### src/rtl/core_pkg.sv
// core_pkg: definitions shared by the fetch stage and the next-PC unit.
//   fetch_state_e : fetch FSM state, 2-bit encoding
//   RESET_PC      : PC after reset, also the next-PC unit's default target
//   INSTR_NOP     : value held on the instruction output when no word is loaded
//   is_misaligned : true when an address is not word aligned
package core_pkg;

    typedef enum logic [1:0] {
        S_REQ  = 2'b00,
        S_WAIT = 2'b01,
        S_HOLD = 2'b10,
        S_ERR  = 2'b11
    } fetch_state_e;

    localparam logic [31:0] RESET_PC  = 32'h0000_3000;
    localparam logic [31:0] INSTR_NOP = 32'h0000_0000;

    function automatic logic is_misaligned(input logic [31:0] addr);
        return (addr[1:0] != 2'b00);
    endfunction

endpackage

### src/rtl/pc_reg.sv
// pc_reg: 32-bit program counter register.
//   clk    in  : clock
//   rst    in  : asynchronous active-high reset, loads RESET_VAL
//   load_i in  : load enable, captures d_i on the rising edge
//   d_i    in  : value to load
//   q_o    out : current register value
module pc_reg #(
    parameter logic [31:0] RESET_VAL = core_pkg::RESET_PC
) (
    input  logic        clk,
    input  logic        rst,
    input  logic        load_i,
    input  logic [31:0] d_i,
    output logic [31:0] q_o
);

    logic [31:0] pc_q;

    // PC storage: reset to the boot address, otherwise load on enable.
    always_ff @(posedge clk or posedge rst) begin
        if (rst) begin
            pc_q <= RESET_VAL;
        end else if (load_i) begin
            pc_q <= d_i;
        end else begin
            pc_q <= pc_q;
        end
    end

    assign q_o = pc_q;

endmodule

### src/rtl/fetch_unit.sv
// fetch_unit: PC-holding instruction fetch stage of the multicycle core.
//   clk, rst                 : clock, asynchronous active-high reset
//   pc_out                   : current PC, feeds the next-PC unit
//   npc_in                   : next PC, loaded only on a decode handshake
//   imem_req_valid/ready/addr: single-outstanding fetch request (addr == pc_out)
//   imem_rsp_valid/data      : fetch response, captured only while waiting
//   instr_valid/instr/ready  : fetched word handed to decode
//   fetch_err                : sticky flag, a misaligned next PC was loaded
//   fetch_count              : instructions handed to decode, wraps silently
module fetch_unit #(
    parameter logic [31:0] RESET_PC = core_pkg::RESET_PC,
    parameter int          ADDR_W   = 32
) (
    input  logic              clk,
    input  logic              rst,
    output logic [ADDR_W-1:0] pc_out,
    input  logic [ADDR_W-1:0] npc_in,
    output logic              imem_req_valid,
    input  logic              imem_req_ready,
    output logic [ADDR_W-1:0] imem_req_addr,
    input  logic              imem_rsp_valid,
    input  logic [31:0]       imem_rsp_data,
    output logic              instr_valid,
    output logic [31:0]       instr,
    input  logic              instr_ready,
    output logic              fetch_err,
    output logic [31:0]       fetch_count
);

    import core_pkg::*;

    fetch_state_e state_q, state_d;
    logic [31:0]  instr_q, instr_d;
    logic [31:0]  count_q, count_d;
    logic         instr_valid_q;
    logic         req_valid_q;
    logic         err_q;
    logic         pc_load_s;
    logic [31:0]  pc_s;

    pc_reg #(
        .RESET_VAL(RESET_PC)
    ) u_pc_reg (
        .clk    (clk),
        .rst    (rst),
        .load_i (pc_load_s),
        .d_i    (npc_in),
        .q_o    (pc_s)
    );

    // Next-state, instruction capture, PC load and counter update.
    always_comb begin
        state_d   = state_q;
        instr_d   = instr_q;
        count_d   = count_q;
        pc_load_s = 1'b0;
        case (state_q)
            S_REQ: begin
                if (imem_req_ready) begin
                    state_d = S_WAIT;
                end else begin
                    state_d = S_REQ;
                end
            end
            S_WAIT: begin
                if (imem_rsp_valid) begin
                    instr_d = imem_rsp_data;
                    state_d = S_HOLD;
                end else begin
                    state_d = S_WAIT;
                end
            end
            S_HOLD: begin
                if (instr_ready) begin
                    pc_load_s = 1'b1;
                    count_d   = count_q + 32'd1;
                    // The misaligned PC is still loaded so it stays visible for debug.
                    if (is_misaligned(npc_in)) begin
                        state_d = S_ERR;
                    end else begin
                        state_d = S_REQ;
                    end
                end else begin
                    state_d = S_HOLD;
                end
            end
            S_ERR: begin
                state_d = S_ERR;
            end
            default: begin
                state_d = S_REQ;
            end
        endcase
    end

    // State, data and registered output flags, decoded from the next state
    // so each flag lines up with the state it describes.
    always_ff @(posedge clk or posedge rst) begin
        if (rst) begin
            state_q       <= S_REQ;
            instr_q       <= INSTR_NOP;
            count_q       <= 32'd0;
            req_valid_q   <= 1'b1;
            instr_valid_q <= 1'b0;
            err_q         <= 1'b0;
        end else begin
            state_q       <= state_d;
            instr_q       <= instr_d;
            count_q       <= count_d;
            req_valid_q   <= (state_d == S_REQ);
            instr_valid_q <= (state_d == S_HOLD);
            err_q         <= (state_d == S_ERR);
        end
    end

    assign pc_out         = pc_s;
    assign imem_req_addr  = pc_s;
    assign imem_req_valid = req_valid_q;
    assign instr_valid    = instr_valid_q;
    assign instr          = instr_q;
    assign fetch_err      = err_q;
    assign fetch_count    = count_q;

endmodule
### config.mk
export PLATFORM = sky130hd
export DESIGN_NAME = fetch_unit
export DESIGN_NICKNAME = d
export VERILOG_FILES = /design/src/rtl/core_pkg.sv /design/src/rtl/pc_reg.sv /design/src/rtl/fetch_unit.sv
export SDC_FILE = /design/constraint.sdc
export NUM_CORES = 1
export LEC_CHECK = 0
export CORE_ASPECT_RATIO = 1.2
export CORE_MARGIN = 2
export CORE_UTILIZATION = 53
export DETAILED_ROUTE_END_ITERATION = 8
export DONT_BUFFER_PORTS = 1
export GPL_ROUTABILITY_DRIVEN = 0
export PLACE_DENSITY = 0.78
export SYNTH_ARGS = -nofsm -noshare
export SYNTH_HDL_FRONTEND = slang
export SYNTH_SLANG_ARGS = --single-unit
### constraint.sdc
create_clock -name clk -period 3.6 [get_ports clk]
set_clock_uncertainty 0.2 [all_clocks]
set_input_delay 0.72 -clock clk [delete_from_list [all_inputs] [get_ports clk]]
set_output_delay 0.72 -clock clk [all_outputs]
set_load 0.005 [all_outputs]
==> flow_summary.toml <==
[worst_hold_path]
holdCritPathClass = "primary input to async pin"

[place]
dp_cells = 440
place.port_buffers = 0
dp_hpwl_mm = 5.837

[worst_setup_path]
arrival_ns = 2.39
critical_path.max_fanout = 13
path_class = "register to register"
endpoint_kind = "register"
critPathLaunchType = "register"
worstPathRequired_ns = 3.66

[sta]
timing.final.crit_share_pct = 64.74
finalCriticalPeriod_ns = 2.331
final.setup.tns_ns = 0
grt_setup_unrepaired = "no"
hold_violations = 0
maxSlewViolCount = 0
slew_headroom_pct = 52.08
timing.fmax_mhz = 429.1
hold_slack_ns = 0.1379
max_slew.worst_pin.slew_ns = 0.7162
setup_viol = 0

[status]
status = "complete, no violations"

[clock_tree]
htreeDepth = 3
cts.clk_slew.worst_paths_ns = 0.09
cts_sinks = 101
ctsRootBufferMaster = "clkbuf_8"
clkLatencyLatePin_ns = 0.37
post_cts.repair.setup_buffers = 0
cts_buffers = 9
cts_hold_buf = 0
cts_tree = "yes"
cts_buffer_depth = 2
cts_resized = 0

[floorplanning]
io_pins = 200
die_y_um = 102.8
start_util_pct = 53.79
core_area_sq_um = 8018
die_w_um = 86.35
std_cell_rows = 36
die-area_sq_um = 8879

[synth]
netlist_top_cells_area = "dfrtp_1 (57%), nand2_1 (9.3%), mux2_2 (8.4%), buf_4 (5.7%), xnor2_1 (5.7%)"
synth_top_area_share_pct = 56.86
yosys_warnings = 0
synth_seq_cells = 101
synth_edf_count = 0
syn_inst = 388
yosysUniqueCellTypes = 30
async_flop_share_pct = 100.0
ys_seq_area_share_pct = 58.69
synth_area_sq_um = 4313
syn-num-nets = 458
yosysTopAreaCell = "dfrtp_1"
avgSynthCellArea_sq_um = 11.12
ys.flop_type = "dfrtp_1"

[pwr]
swShare_pct = 30.16
pwr-share-comb_pct = 13.0
ir_drop_uv = 363.7
p_int_w = 0.002155
p_leak_nw = 2.076
power_frac_seq_pct = 61.3
p_total_w = 0.003086
power.share.clock_pct = 25.7
p_per_area_nw_per_um2 = 704.5
netSwitchingPower_w = 0.0009308

[global_routing]
grt_first_pass_wirelength_mm = 12.79
antenna_found_initial = 0
grt-ovfl-total = 0
grt_pass1_vias = 2594
grt_max_degree = 102
grt_use_total_pct = 18.62

[layout]
final_cells = 456
syn_to_final_growth_pct = 1.567
final_net_count = 426
final_layout_size_suffix_gt1_share_pct = 16.07
diodes = 0

[job]
drv_cap = 0

[route]
drtPass1Iterations = 4
drt_iter0_markers = 131
wirelength_mm = 8.294
via_per_inst = 5.654
drc_errors = 0
ant_nets = 0
post_drt_wl_per_cell_um = 18.19
vias = 2578
[cell families after synthesis]
logic type	synth area share (%)
and+or+nand+nor	17.46
DFF	58.69
buffers and inverters	7.804
muxes	8.355
xor gates and xnor gates	6.296
AOI/OAI and AO/OA	1.102
adders and majority gates	0.2901
[sequential cells by signal (all words and copies together) (netlist names)]
register / flops
fetch_count: 32
fetch_err: 1
imem_req_valid: 1
instr: 32
instr_valid: 1
state_q: 2
u_pc_reg.q_o: 32
[Yosys cell counts, types with 2 or more instances]
master and count:
nand3_1 12, dfstp_2 3, nor3_1 4, and3_1 4
dfrtp_1 98, clkbuf_1 7, a31oi_1 2, and4_1 2
xor2_1 3, xnor2_1 28, nand2_1 107, buf_2 5
nand4_1 19, mux2_2 32, nor4_1 2, buf_6 2
nor2_1 8, buf_4 33, o21ai_0 3, inv_1 4
[critical path: stages (launching register included)]
cell	delay, ns
dfrtp_1	0.44
nand3b_1	0.48
nor2_1	0.71
nand4_1	0.20
xnor2_1	0.18
[cells in the final DEF, fill, tap and decap left out, drive strengths merged]
master / n
dfstp: 3
nor4: 2
ha: 1
a21boi: 1
clkinv: 2
a21oi: 1
o21bai: 1
nor2: 8
o21ai: 3
nand3: 12
nand2: 107
and2: 1
xnor2: 28
nand4: 20
xor2: 3
bufinv: 2
inv: 4
mux2: 32
buf: 4
dfrtp: 98
a31oi: 2
and3: 4
or2: 1
clkbuf: 12
nor3: 6
nand3b: 1
and4: 2
[worst paths after layout]
check / from / endpoint / slack [ns] / depth (start not counted)
max in group asynchronous: rst / u_pc_reg.q_o[13] / 2.64 / 2
min in group clk: npc_in[12] / u_pc_reg.q_o[12] / 0.23 / 2
worst max-delay path: state_q[0] / fetch_count[29] / 1.27 / 4
worst min register to register: u_pc_reg.q_o[12] / u_pc_reg.q_o[12] / 0.29 / 2
worst max register to register: state_q[0] / fetch_count[29] / 1.27 / 4
worst min-delay path: rst / instr[25] / 0.14 / 2
[metrics by stage]
| step | util [%] | area [sq um] | setup slack, ns |
|---|---|---|---|
| 2_1_floorplan | - | 4313 | 0.03783 |
| 3_3_place_gp | 51.83 | 4155 | 1.146 |
| 3_5_place_dp | 51.83 | 4155 | 1.079 |
| 4_1_cts | 54.63 | 4380 | 1.277 |
| 5_1_grt | 54.63 | 4380 | 1.054 |
| 6_report | 54.63 | 4380 | 1.269 |
[power groups by stage]
stage | sequential [W] | clock, W | combinational [W]
floorplan | 0.00178 | 0 | 0.000596
global placement | 0.00190 | 0 | 0.000383
detailed placement | 0.00192 | 0 | 0.000411
CTS | 0.00190 | 0.000817 | 0.000412
global route | 0.00195 | 0.000860 | 0.000468
finish | 0.00189 | 0.000794 | 0.000400
[per-layer routing]
layer | vias up | part of all wire [%] | GRT usage [%]
li1 | 1181 | - | -
met1 | 1264 | 41 | 23.02
met2 | 120 | 49 | 29.41
met3 | 13 | 7.6 | 5.364
met4 | 0 | 2.4 | 10.58
met5 | - | 0 | 0
[area by class of cell]
| type | count | area [sq um] |
|---|---|---|
| clock buffer | 12 | 155.1 |
| clock inverter | 4 | 70.07 |
| fill | 690 | 3637 |
| inverter | 4 | 17.52 |
| multi-input combinational | 236 | 1445 |
| sequential | 101 | 2531 |
| tap | 95 | 118.9 |
| timing repair buffer | 4 | 42.54 |
Note: power is estimated with default switching activity, not from simulation.
